<file path="config.mk">
export PLATFORM = sky130hd
export DESIGN_NAME = nand_page_reader_flat
export DESIGN_NICKNAME = d
export VERILOG_FILES = /design/src/rtl/nand_page_reader_if.sv /design/src/rtl/nand_page_reader.sv /design/src/flat_wrapper.sv
export SDC_FILE = /design/constraint.sdc
export NUM_CORES = 1
export LEC_CHECK = 0
export ABC_AREA = 1
export CAP_MARGIN = 15
export CORE_MARGIN = 2
export CORE_UTILIZATION = 51
export CTS_BUF_LIST = sky130_fd_sc_hd__clkbuf_4
export CTS_CLUSTER_SIZE = 16
export DETAILED_ROUTE_END_ITERATION = 10
export HOLD_SLACK_MARGIN = 0.03
export PLACE_DENSITY_LB_ADDON = 0.2
export SYNTH_ARGS = -nofsm -noshare
export SYNTH_HDL_FRONTEND = slang
export SYNTH_SLANG_ARGS = --single-unit
</file>
<file path="constraint.sdc">
create_clock -name clk10 -period 2.6 [get_ports clk10]
set_input_delay 0.65 -clock clk10 [delete_from_list [all_inputs] [get_ports clk10]]
set_output_delay 0.65 -clock clk10 [all_outputs]
set_load 0.005 [all_outputs]
</file>
<file path="src/rtl/nand_page_reader_if.sv">
// nand_page_reader_if: host request, byte stream and flash bus signals of the page reader
interface nand_page_reader_if;
    logic        start;
    logic [15:0] col;
    logic [23:0] row;
    logic        busy;
    logic        done;
    logic        err;
    logic [7:0]  rd_data;
    logic        rd_valid;
    logic        rd_ready;
    logic        ndf_r_b_n;
    logic [7:0]  ndf_io_i;
    logic [7:0]  ndf_io_o;
    logic        ndf_io_oe;
    logic        ndf_ce_n;
    logic        ndf_cle;
    logic        ndf_ale;
    logic        ndf_we_n;
    logic        ndf_re_n;
    modport master (
        output start, col, row, rd_ready, ndf_r_b_n, ndf_io_i,
        input  busy, done, err, rd_data, rd_valid,
               ndf_io_o, ndf_io_oe, ndf_ce_n, ndf_cle, ndf_ale, ndf_we_n, ndf_re_n
    );
    modport slave (
        input  start, col, row, rd_ready, ndf_r_b_n, ndf_io_i,
        output busy, done, err, rd_data, rd_valid,
               ndf_io_o, ndf_io_oe, ndf_ce_n, ndf_cle, ndf_ale, ndf_we_n, ndf_re_n
    );
endinterface

</file>
<file path="src/rtl/nand_page_reader.sv">
// nand_page_reader: issues 00h/5 addr/30h, waits on R/B, then streams one page out over valid/ready
module nand_page_reader #(
    parameter int PAGE_BYTES     = 4096,
    parameter int TWB_CYCLES     = 2,
    parameter int TIMEOUT_CYCLES = 1000000
) (
    input logic               clk10,
    input logic               rst_n,
    nand_page_reader_if.slave bus
);
    localparam int CW = $clog2(PAGE_BYTES + 1);
    localparam int TL = $clog2(TIMEOUT_CYCLES + 1);
    localparam int TW = TL < 20 ? 20 : TL;
    typedef enum logic [3:0] {IDLE, CMD1, ADDR, CMD2, TWB, WAIT_RDY, RE_LO, RE_HI, DONE} state_t;
    state_t        state, state_d;
    logic          ph, ph_d;
    logic [2:0]    idx, idx_d;
    logic [TW-1:0] tmo, tmo_d;
    logic [CW-1:0] cnt, cnt_d;
    logic [15:0]   col_q, col_d;
    logic [23:0]   row_q, row_d;
    logic [1:0]    rb_s;
    logic          err_d, valid_d, wr;
    logic [7:0]    data_d, io_d;
    // Two-flop synchronizer for the asynchronous open-drain ready/busy line
    always_ff @(posedge clk10 or negedge rst_n)
        if (!rst_n) rb_s <= 2'b00;
        else        rb_s <= {rb_s[0], bus.ndf_r_b_n};
    // Next state, counters and the byte that the next bus write cycle drives
    always_comb begin
        state_d = state;
        ph_d    = ph;
        idx_d   = idx;
        tmo_d   = tmo;
        cnt_d   = cnt;
        col_d   = col_q;
        row_d   = row_q;
        err_d   = bus.err;
        valid_d = bus.rd_valid;
        data_d  = bus.rd_data;
        case (state)
            IDLE: if (bus.start) begin
                state_d = CMD1;
                col_d   = bus.col;
                row_d   = bus.row;
                err_d   = 1'b0;
            end
            CMD1: begin
                ph_d = ~ph;
                if (ph) begin
                    state_d = ADDR;
                    idx_d   = 3'd0;
                end
            end
            ADDR: begin
                ph_d = ~ph;
                if (ph) begin
                    idx_d   = idx + 3'd1;
                    state_d = idx == 3'd4 ? CMD2 : ADDR;
                end
            end
            CMD2: begin
                ph_d = ~ph;
                if (ph) begin
                    state_d = TWB;
                    tmo_d   = '0;
                end
            end
            TWB: begin
                tmo_d   = tmo == TW'(TWB_CYCLES - 1) ? '0 : tmo + 1'b1;
                state_d = tmo == TW'(TWB_CYCLES - 1) ? WAIT_RDY : TWB;
            end
            WAIT_RDY:
                if (rb_s[1]) begin
                    state_d = RE_LO;
                    cnt_d   = '0;
                end else if (tmo == TW'(TIMEOUT_CYCLES - 1)) begin
                    state_d = DONE;
                    err_d   = 1'b1;
                end else tmo_d = tmo + 1'b1;
            RE_LO: begin
                state_d = RE_HI;
                data_d  = bus.ndf_io_i;
                valid_d = 1'b1;
            end
            RE_HI: if (bus.rd_valid && bus.rd_ready) begin
                valid_d = 1'b0;
                cnt_d   = cnt + 1'b1;
                state_d = cnt_d == CW'(PAGE_BYTES) ? DONE : RE_LO;
            end
            default: state_d = IDLE;
        endcase
        wr   = state_d inside {CMD1, ADDR, CMD2};
        io_d = state_d == CMD2 ? 8'h30 :
               state_d != ADDR ? 8'h00 :
               idx_d == 3'd0   ? col_d[7:0] :
               idx_d == 3'd1   ? col_d[15:8] :
               idx_d == 3'd2   ? row_d[7:0] :
               idx_d == 3'd3   ? row_d[15:8] : row_d[23:16];
    end
    // State register; every output is registered from the next state so strobes are glitch-free
    always_ff @(posedge clk10 or negedge rst_n)
        if (!rst_n) begin
            state         <= IDLE;
            ph            <= 1'b0;
            idx           <= 3'd0;
            tmo           <= '0;
            cnt           <= '0;
            col_q         <= '0;
            row_q         <= '0;
            bus.ndf_ce_n  <= 1'b1;
            bus.ndf_cle   <= 1'b0;
            bus.ndf_ale   <= 1'b0;
            bus.ndf_we_n  <= 1'b1;
            bus.ndf_re_n  <= 1'b1;
            bus.ndf_io_oe <= 1'b0;
            bus.ndf_io_o  <= 8'h00;
            bus.busy      <= 1'b0;
            bus.done      <= 1'b0;
            bus.err       <= 1'b0;
            bus.rd_valid  <= 1'b0;
            bus.rd_data   <= 8'h00;
        end else begin
            state         <= state_d;
            ph            <= ph_d;
            idx           <= idx_d;
            tmo           <= tmo_d;
            cnt           <= cnt_d;
            col_q         <= col_d;
            row_q         <= row_d;
            bus.ndf_ce_n  <= state_d inside {IDLE, DONE};
            bus.ndf_cle   <= state_d inside {CMD1, CMD2};
            bus.ndf_ale   <= state_d == ADDR;
            bus.ndf_we_n  <= !(wr && !ph_d);
            bus.ndf_re_n  <= state_d != RE_LO;
            bus.ndf_io_oe <= wr;
            bus.ndf_io_o  <= io_d;
            bus.busy      <= state_d != IDLE;
            bus.done      <= state_d == DONE;
            bus.err       <= err_d;
            bus.rd_valid  <= valid_d;
            bus.rd_data   <= data_d;
        end
endmodule
</file>
<file path="src/flat_wrapper.sv">
// flat-port wrapper written by rule: the top's interface ports become plain ports
module nand_page_reader_flat 
#(
    parameter int PAGE_BYTES     = 4096,
    parameter int TWB_CYCLES     = 2,
    parameter int TIMEOUT_CYCLES = 1000000
)
  (clk10, rst_n, bus_start, bus_col, bus_row, bus_rd_ready, bus_ndf_r_b_n, bus_ndf_io_i, bus_busy, bus_done, bus_err, bus_rd_data, bus_rd_valid, bus_ndf_io_o, bus_ndf_io_oe, bus_ndf_ce_n, bus_ndf_cle, bus_ndf_ale, bus_ndf_we_n, bus_ndf_re_n);
  nand_page_reader_if bus_i ();
  input logic clk10;
  input logic rst_n;
  input wire logic [$bits(bus_i.start)-1:0] bus_start;
  input wire logic [$bits(bus_i.col)-1:0] bus_col;
  input wire logic [$bits(bus_i.row)-1:0] bus_row;
  input wire logic [$bits(bus_i.rd_ready)-1:0] bus_rd_ready;
  input wire logic [$bits(bus_i.ndf_r_b_n)-1:0] bus_ndf_r_b_n;
  input wire logic [$bits(bus_i.ndf_io_i)-1:0] bus_ndf_io_i;
  output wire logic [$bits(bus_i.busy)-1:0] bus_busy;
  output wire logic [$bits(bus_i.done)-1:0] bus_done;
  output wire logic [$bits(bus_i.err)-1:0] bus_err;
  output wire logic [$bits(bus_i.rd_data)-1:0] bus_rd_data;
  output wire logic [$bits(bus_i.rd_valid)-1:0] bus_rd_valid;
  output wire logic [$bits(bus_i.ndf_io_o)-1:0] bus_ndf_io_o;
  output wire logic [$bits(bus_i.ndf_io_oe)-1:0] bus_ndf_io_oe;
  output wire logic [$bits(bus_i.ndf_ce_n)-1:0] bus_ndf_ce_n;
  output wire logic [$bits(bus_i.ndf_cle)-1:0] bus_ndf_cle;
  output wire logic [$bits(bus_i.ndf_ale)-1:0] bus_ndf_ale;
  output wire logic [$bits(bus_i.ndf_we_n)-1:0] bus_ndf_we_n;
  output wire logic [$bits(bus_i.ndf_re_n)-1:0] bus_ndf_re_n;
  assign bus_i.start = bus_start;
  assign bus_i.col = bus_col;
  assign bus_i.row = bus_row;
  assign bus_i.rd_ready = bus_rd_ready;
  assign bus_i.ndf_r_b_n = bus_ndf_r_b_n;
  assign bus_i.ndf_io_i = bus_ndf_io_i;
  assign bus_busy = bus_i.busy;
  assign bus_done = bus_i.done;
  assign bus_err = bus_i.err;
  assign bus_rd_data = bus_i.rd_data;
  assign bus_rd_valid = bus_i.rd_valid;
  assign bus_ndf_io_o = bus_i.ndf_io_o;
  assign bus_ndf_io_oe = bus_i.ndf_io_oe;
  assign bus_ndf_ce_n = bus_i.ndf_ce_n;
  assign bus_ndf_cle = bus_i.ndf_cle;
  assign bus_ndf_ale = bus_i.ndf_ale;
  assign bus_ndf_we_n = bus_i.ndf_we_n;
  assign bus_ndf_re_n = bus_i.ndf_re_n;
  nand_page_reader #(.PAGE_BYTES(PAGE_BYTES), .TWB_CYCLES(TWB_CYCLES), .TIMEOUT_CYCLES(TIMEOUT_CYCLES)) u_core (.clk10(clk10), .rst_n(rst_n), .bus(bus_i));
endmodule
</file>
* Word level (Yosys, flattened, before mapping)
Cells that the tools add are included. Widths: inputs -> output; s select.
Word-level totals: memories kept 0, bits in read-only memories 0, RAM bits 0, input port bits 53, word-level logic and storage cells 110, register bits after elaboration 109, bits in latches 0
Operators by class: div/mod/pow operators 0, reduce and logical (&&, ||, !) cells 20, shift operators 0, eq/ne operators 27, bitwise logic cells 1, mux-type cells 39, multiply operators 0, magnitude comparators 0, add/subtract/negate cells 3
Operators with widths (number):
- $mux 20 | 4
- $pmux 20 s3 | 1
- $mux 24 | 2
- $mux 8 | 6
- $mux 16 | 2
- $mux 4 | 8
- $pmux 4 s8 | 1
- $mux 13 | 2
- $pmux 13 s2 | 1
- $add 20x1->20 const B | 1
- $eq 20x1->1 const B | 1
- $eq 20x20->1 const B | 1
- $eq 4x2->1 const B | 4
- $eq 4x3->1 const B | 4
- $add 13x1->13 const B | 1
- $eq 13x13->1 const B | 1
- $reduce_bool 2->1 | 5
- $eq 4x1->1 const B | 2
- $logic_not 4->1 | 2
- $ne 2x1->1 const B | 4
- $reduce_and 4->1 | 2
- $mux 1 | 7
- $eq 3x2->1 const B | 2
- $mux 3 | 2
- other kinds (18) | 24

* Depth between registers and ports, before layout
word-level depth 10, depth in mapped cells 16, depth with buffers taken out 16

* Worst setup path after synthesis
No wires, ideal clock.
kind flip-flop to flip-flop, from register u_core.cnt[0], to register u_core.bus.ndf_io_o[0] (netlist bit), path slack 0.767 ns, buffers on the path 0, stages on the path, launching flop included 16, arrival 1.717 ns, setup time 0.116 ns, cells stage by stage dfrtp_1 > ha_1 > nand3_2 > clkinv_1 > nand2_1 > nand2_1 > nand2_1 > nand2_1 > nor2_1 > nand3_2 > nand2_1 > nand2_1 > nand2_1 > inv_2 > nand2_4 > nor2_1
On the way: cells in the longest elaborated chain, start to end 8
RTL lines:
- from (decl) | RTL line nand_page_reader.sv:19 | logic [CW-1:0] cnt, cnt_d;
- from (signal assigned) | RTL line nand_page_reader.sv:128 | cnt <= cnt_d;
- $add 13x1->13 * | RTL line nand_page_reader.sv:88 | cnt_d = cnt + 1'b1;
- $eq 13x13->1 * | RTL line nand_page_reader.sv:89 | state_d = cnt_d == CW'(PAGE_BYTES) ? DONE : RE_LO;
- $mux 4 * | RTL line nand_page_reader.sv:89
- $mux 4 * | RTL line nand_page_reader.sv:86 | RE_HI: if (bus.rd_valid && bus.rd_ready) begin
- $pmux 4 s8 * | RTL line nand_page_reader.sv:41 | case (state)
- via u_core.state_d[1] | RTL line nand_page_reader.sv:15 | state_t state, state_d;
- $ne 4x2->1 | RTL line nand_page_reader.sv:95 | state_d != ADDR ? 8'h00 :
- $mux 8 | RTL line nand_page_reader.sv:95
- $mux 8 * | RTL line nand_page_reader.sv:94 | io_d = state_d == CMD2 ? 8'h30 :
- via u_core.io_d[0] | RTL line nand_page_reader.sv:24 | logic [7:0] data_d, io_d;
- to (signal assigned) | RTL line nand_page_reader.sv:137 | bus.ndf_io_o <= io_d;
- to (decl) | RTL line nand_page_reader_if.sv:29 | ndf_io_o, ndf_io_oe, ndf_ce_n, ndf_cle, ndf_ale, ndf_we_n, ndf_re_n
Mark *: on every way through the listed nets, which the timed path passes. The rest lies on a longest branch. A chain may end at the register's enable or synchronous reset.

* Worst setup path after layout
from register u_core.state[0], to register u_core.bus.ndf_io_o[2] (netlist bit)
On the way: cells in the longest elaborated chain, start to end 9
RTL lines:
- from (decl) | RTL line nand_page_reader.sv:15
- from (signal assigned) | RTL line nand_page_reader.sv:124 | state <= state_d;
- $eq 4x2->1 / $eq 4x1->1 (equally long branches) | RTL line nand_page_reader.sv:41
- $pmux 3 s2 | RTL line nand_page_reader.sv:41
- $eq 3x2->1 | RTL line nand_page_reader.sv:99 | idx_d == 3'd3 ? row_d[15:8] : row_d[23:16];
- $mux 8 | RTL line nand_page_reader.sv:99
- $mux 8 | RTL line nand_page_reader.sv:98 | idx_d == 3'd2 ? row_d[7:0] :
- $mux 8 | RTL line nand_page_reader.sv:97 | idx_d == 3'd1 ? col_d[15:8] :
- $mux 8 | RTL line nand_page_reader.sv:96 | idx_d == 3'd0 ? col_d[7:0] :
- $mux 8 | RTL line nand_page_reader.sv:95
- $mux 8 * | RTL line nand_page_reader.sv:94
- via u_core.io_d[2] | RTL line nand_page_reader.sv:24
Marked as above.

==> impl_metrics.tcl <==
set metrics [dict create \
    cts.sinks 109 \
    io_buffers 78 \
    grt_overflow_total 0 \
    cp-start-kind "register" \
    crit_path_frequent_cell "nand2_1" \
    synth_top_area_share_pct 47.2 \
    place_ws_ns 0.135 \
    cts_tree "built" \
    syn_avg_cell_area_um2 7.64 \
    crit_chain "inv_2, nand2_1, nor2_2, nand3_1, nand3_1, nand2_2, nand3_2, clkinv_1, a21oi_1, nand2_1, nand2_1, nor2_1" \
    rsz0062_at_grt "no" \
    critPathTopFamily "simple AND/OR/NAND/NOR gates" \
    h-tree-depth 3 \
    setup_viol 0 \
    setup_tns_ns 0 \
    drive_gt1_share_pct 9.87 \
    hpwl_um 10000 \
    min_path_type "in -> async" \
    cts_root_buf "clkbuf_4" \
    clock_skew_ns 0.0183 \
    layout_min_cycle_time_ns 2.31 \
    synthArstFlopShare_pct 100 \
    coreArea_um2 10800 \
    final_antenna_net_count 0 \
    num_rows 38 \
    synth_flop_cell "dfrtp_1" \
    drcViolationCount 0 \
    grtUsageTotal_pct 24.6 \
    critPathKind "reg -> reg" \
    syn_area_um2 5620 \
    max_slew_margin_pct 67.3 \
    fin_crit_sh_pct 89.0 \
    syn_to_final_growth_pct 20.2 \
    netlist_instances 736 \
    max_cap_violations 0 \
    cp_data_arrival_time_ns 2.71 \
    route.vias.total 5048 \
    grt_max_degree 43 \
    drt_iter0_drc 343 \
    antenna_found_initial 0 \
    cts_made_buffers 9 \
    p_per_area_nw_per_um2 948 \
    wire_per_inst_um 13.9 \
    grt_pass1_wl_um 23000 \
    cp-end-kind "register" \
    dr.pass1.iters 5 \
    viasPerCell 5.20 \
    status "finished clean" \
    drt-total-wl_um 13500 \
    cts_hold_buf 0 \
    yosys.area.top_type "dfrtp_1" \
    critPathSlowestCell "dfrtp_1" \
    die_h_um 109 \
    clk_latency_ns 0.48 \
    final_hold_viol_count 0 \
    ys_seq_elements 109 \
    mostFrequentLayoutCell "nand2_1" \
    clk_path_buf_depth 2 \
    post_cts_buffers 0 \
    ctsResizeCount 0 \
    tightestPinTransition_ns 0.486 \
    setup_ws_ns 0.287 \
    synth_cell_types 37 \
    gp_congestion 0.886 \
    cp_max_fo 19 \
    start_util_pct 52.1 \
    layout_common_cells "nand2_1 (253), dfrtp_1 (106), clkdlybuf4s50_1 (77), inv_1 (76), nor2_1 (58)" \
    drv_slew 0 \
    syn-num-nets 795 \
    critical-path-max-stage-delay_ns 0.45 \
    whs_ns 0.0980 \
    ys_seq_area_share_pct 48.6 \
    crit_buf_inv 2 \
    required_ns 2.99 \
    antennaDiodeCount 0 \
    die-area_um2 11900 \
    synth_edf_count 0 \
    nNetsFinal 885 \
    fmax_ghz 0.432 \
    io_pins 79 \
    ys.warnings.count 0 \
    p_leak_nw 3.28 \
    die_x_um 109 \
    first_global_vias 4841 \
    netlist_top_cells_area "dfrtp_1 (47%), nand2_1 (17%), inv_1 (5.1%)" \
    path_clk_slew_ns 0.16 \
    ir_worst_vdd_v 0.000491 \
]
==> power by group <==
part / internal [mW] / switching, mW / leakage [nW] / total (mW)
combinational: 1.16 / 1.95 / 1.82 / 3.11
sequential: 2.23 / 0.241 / 1.39 / 2.47
clock: 0.294 / 0.536 / 0.0689 / 0.830
total: 3.68 / 2.73 / 3.28 / 6.41
==> through the flow <==
step | utilization (%) | power, mW | cell area (µm²) | cells
final | 62.6 | 6.41 | 6760 | 971
after global routing | 62.6 | 6.98 | 6760 | 971
after CTS | 62.6 | 6.41 | 6760 | 971
after detailed placement | 61.4 | 5.57 | 6630 | 955
after global placement | 61.4 | 5.51 | 6630 | 955
after floorplan | - | 4.49 | 5620 | 736
==> final cells by class <==
type	instances	area, µm²
clock buffers	10	75.1
clock inverters	6	53.8
fillers	985	4030
inverters	91	342
multi-input cells	524	2490
flip-flops and latches	109	2730
well taps	140	175
repair buffers	91	888
==> synth_stat cells, types with 7 or more instances <==
library cell,n
a21oi_1,13
nand2_1,253
nor3_1,13
inv_1,76
nand3_2,7
nand4_1,18
dfrtp_1,106
nor2_1,58
or2_2,14
o22ai_1,10
nand3_1,52
inv_2,11
o21ai_0,35
nor2_2,7
==> registers in the layout, summed over array words and instances, names as in the netlist, 3 cells and up <==
signal               cells
u_core.state             4
u_core.col_q            16
u_core.bus.ndf_io_o      8
u_core.tmo              20
u_core.cnt              13
u_core.row_q            24
u_core.idx               3
u_core.bus.rd_data       8
==> logic make-up (layout without fill, tap and decap cells) <==
group | count (synthesis) | count (layout) | share of synthesized area [%]
adder cells (fa/ha/maj) | 6 | 6 | 1.33
AO/OA/AOI/OAI | 72 | 72 | 7.34
XOR/XNOR | 4 | 4 | 0.623
AND/OR/NAND/NOR | 442 | 442 | 35.0
buffers and inverters | 103 | 198 | 7.10
flip-flops | 109 | 109 | 48.6
==> layer usage <==
layer  GRT usage [%]  wire length (µm)  vias up
met5               0                 0        -
met3            5.80               890       12
met2            36.5              5940      151
met1            36.3              6510     2342
met4            6.41               158        0
li1                -                 -     2543
==> final timing paths <==
check	from	end	slack, ns	cells past startpoint
max	u_core.state[0]	u_core.bus.ndf_io_o[2]	0.29	12
min	rst_n	u_core.cnt[5]	0.1	1
max reg2reg	u_core.state[0]	u_core.bus.ndf_io_o[2]	0.29	12
min reg2reg	u_core.rb_s[0]	u_core.rb_s[1]	0.37	0
max in group asynchronous	rst_n	u_core.bus.rd_data[0]	1.85	2
min in group clk10	u_core.rb_s[0]	u_core.rb_s[1]	0.37	0
(Power assumes the default switching activity.)
==> RTL edit (same flow settings) <==
`PAGE_BYTES` is set to 4096 in 2 places; all go to 2048.
--- a/src/rtl/nand_page_reader.sv
+++ b/src/rtl/nand_page_reader.sv
@@ -1,6 +1,6 @@
 // nand_page_reader: issues 00h/5 addr/30h, waits on R/B, then streams one page out over valid/ready
 module nand_page_reader #(
-    parameter int PAGE_BYTES     = 4096,
+    parameter int PAGE_BYTES     = 2048,
     parameter int TWB_CYCLES     = 2,
     parameter int TIMEOUT_CYCLES = 1000000
 ) (
--- a/src/flat_wrapper.sv
+++ b/src/flat_wrapper.sv
@@ -1,7 +1,7 @@
 // flat-port wrapper written by rule: the top's interface ports become plain ports
 module nand_page_reader_flat 
 #(
-    parameter int PAGE_BYTES     = 4096,
+    parameter int PAGE_BYTES     = 2048,
     parameter int TWB_CYCLES     = 2,
     parameter int TIMEOUT_CYCLES = 1000000
 )
Function: no difference found for any inputs over 10 cycles, from zero or initial values and one cycle with rst_n low; that may be too few to reach the edited logic, so the function may still have changed.
==> RTL edit against the unedited design <==
Sequential cell count is 1 lower. Area after synthesis is 0.36% lower. Wire length is 0.84% higher. Cell area shrank 0.15%. Count of clock-buffer cells in the layout is 1 lower. First-iteration DRC count decreased by 0.58%. Final cell count rose by 0.31%. Power is 7.4% higher. Hold slack lost 0.0096 ns. Setup slack lost 0.012 ns. Critical path type unchanged. Largest cell class unchanged.
==> RTL edit: results (changes against the unedited design) <==
GRT
  – Initial antenna violation count: 0 (unchanged)
  – GR Util met2: 39.6% (+3.1 points)
  – Largest net degree at the start of global routing: 50 (+16%)
  – Met3 GRT Util: 5.44% (-0.36 points)
  – GRT Util Overall: 24.8% (+0.22 points)
  – Met1 Use GR: 33.6% (-2.7 points)
  – First-pass GRT wire length: 23000 um (about the same)
  – Vias in the first global route: 5009 (+3.5%)

Drt
  – 1st-pass router iterations: 6 (+1)
  – Routed WL: 13600 um (+0.84%)
  – Met3 wire len: 844 um (-5.2%)
  – Vias/cell: 5.23 (+0.52%)
  – Met1 wire length: 6120 um (-6.1%)
  – Met2 WL post-DR: 6410 um (+7.9%)
  – Initial drt markers: 341 (-0.58%)

Power and ir drop
  – Lkg Pwr: 3.32 nW (+1.4%)
  – Worst vdd rail ir drop: 468 uV (-4.7%)
  – P_comb: 0.00352 W (+13%)
  – Power Density: 1020 nW/um2 (+7.5%)
  – Psw: 0.00307 W (+13%)
  – Total power: 0.00688 W (+7.4%)
  – Power in the clock group: 0.000928 W (+12%)

Synthesis
  – Compound-Gate Fraction of Synth Area: 7.03% (-0.31 points)
  – Synth Area in XOR/XNOR: 0.781% (+0.16 points)
  – Register area share after synthesis: 48.3% (-0.27 points)
  – Top cells by area, synth: dfrtp_1, nand2_1, nand3_1, nor2_1, inv_1
  – Synth cell types: 41 (+11%)
  – Main synth FF type: dfrtp_1
  – Mapped Nets: 802 (+0.88%)
  – Adder-cell share of the synthesized area: 1.34% (+0.0048 points)
  – Syn_area_per_cell: 7.54 um2 (-1.3%)
  – Synth cell count leaders: nand2_1, dfrtp_1, nor2_1

Placement
  – Inst Count DP: 958 (+0.31%)
  – Routability Congestion: 0.912 (+3.0%)
  – Placed cell areas: 6590 um2 (-0.62%)
  – Post-detail-place hpwl: 10200 um (+1.7%)
  – DP Worst Slack: 0.193 ns (+0.0583 ns)

Worst setup path
  – Critical Path Start: u_core.tmo[0]$_DFFE_PN0P_
  – CP arrival: 2.76 ns (+0.05 ns)
  – R2R cell count: 13 (+1)
  – R2r endpoint: u_core.tmo[19]$_DFFE_PN0P_
  – Max Fanout on Critical Path: 8 (-11)

CTS
  – Clock tree buffer depth: 2 (unchanged)
  – # resized after CTS: 0 (unchanged)
  – Clk root buf: clkbuf_4

STA
  – Worst hold margin: 0.0884 ns (-0.00958 ns)
  – Clock skew: 0.0223 ns (+0.00403 ns)
  – Relative slew slack: 68.3% (+1.0 points)

Run status
  – Status: complete, no violations

Finish
  – Layout cells sized above 1: 9.23% (-0.64 points)
  – Nets: 888 (+0.34%)
  – Fin cells: 974 (+0.31%)
  – Filler instances: 983 (-0.20%)
==> RTL edit: cell types whose count changed after synthesis, moves of 6 or more <==
cell,delta
nor2_1,+14
nand2_1,+10
o21ai_0,-10
or2_2,-9
a21oi_1,+8
inv_1,-6
nand3_2,-6
nand4_1,-6
==> RTL edit: area by class of cell <==
class	instances	share of cell area [%]
clock inverters	7	1.37
flip-flops and latches	108	40.1
repair buffers	90	13.4
well taps	140	2.60
inverters	85	4.73
multi-input cells	535	36.8
clock buffers	9	1.00
==> RTL edit: worst max path at each step <==
stage	endpoint	slack, ns	depth (start not counted)
floorplan	u_core.tmo[16]$_DFFE_PN0P_	0.77	13
global placement	u_core.bus.ndf_io_o[3]$_DFF_PN0_	0.23	12
detailed placement	u_core.bus.ndf_io_o[4]$_DFF_PN0_	0.19	11
CTS	u_core.tmo[5]$_DFFE_PN0P_	0.31	13
global route	u_core.tmo[19]$_DFFE_PN0P_	0.04	13
finish	u_core.tmo[19]$_DFFE_PN0P_	0.28	13
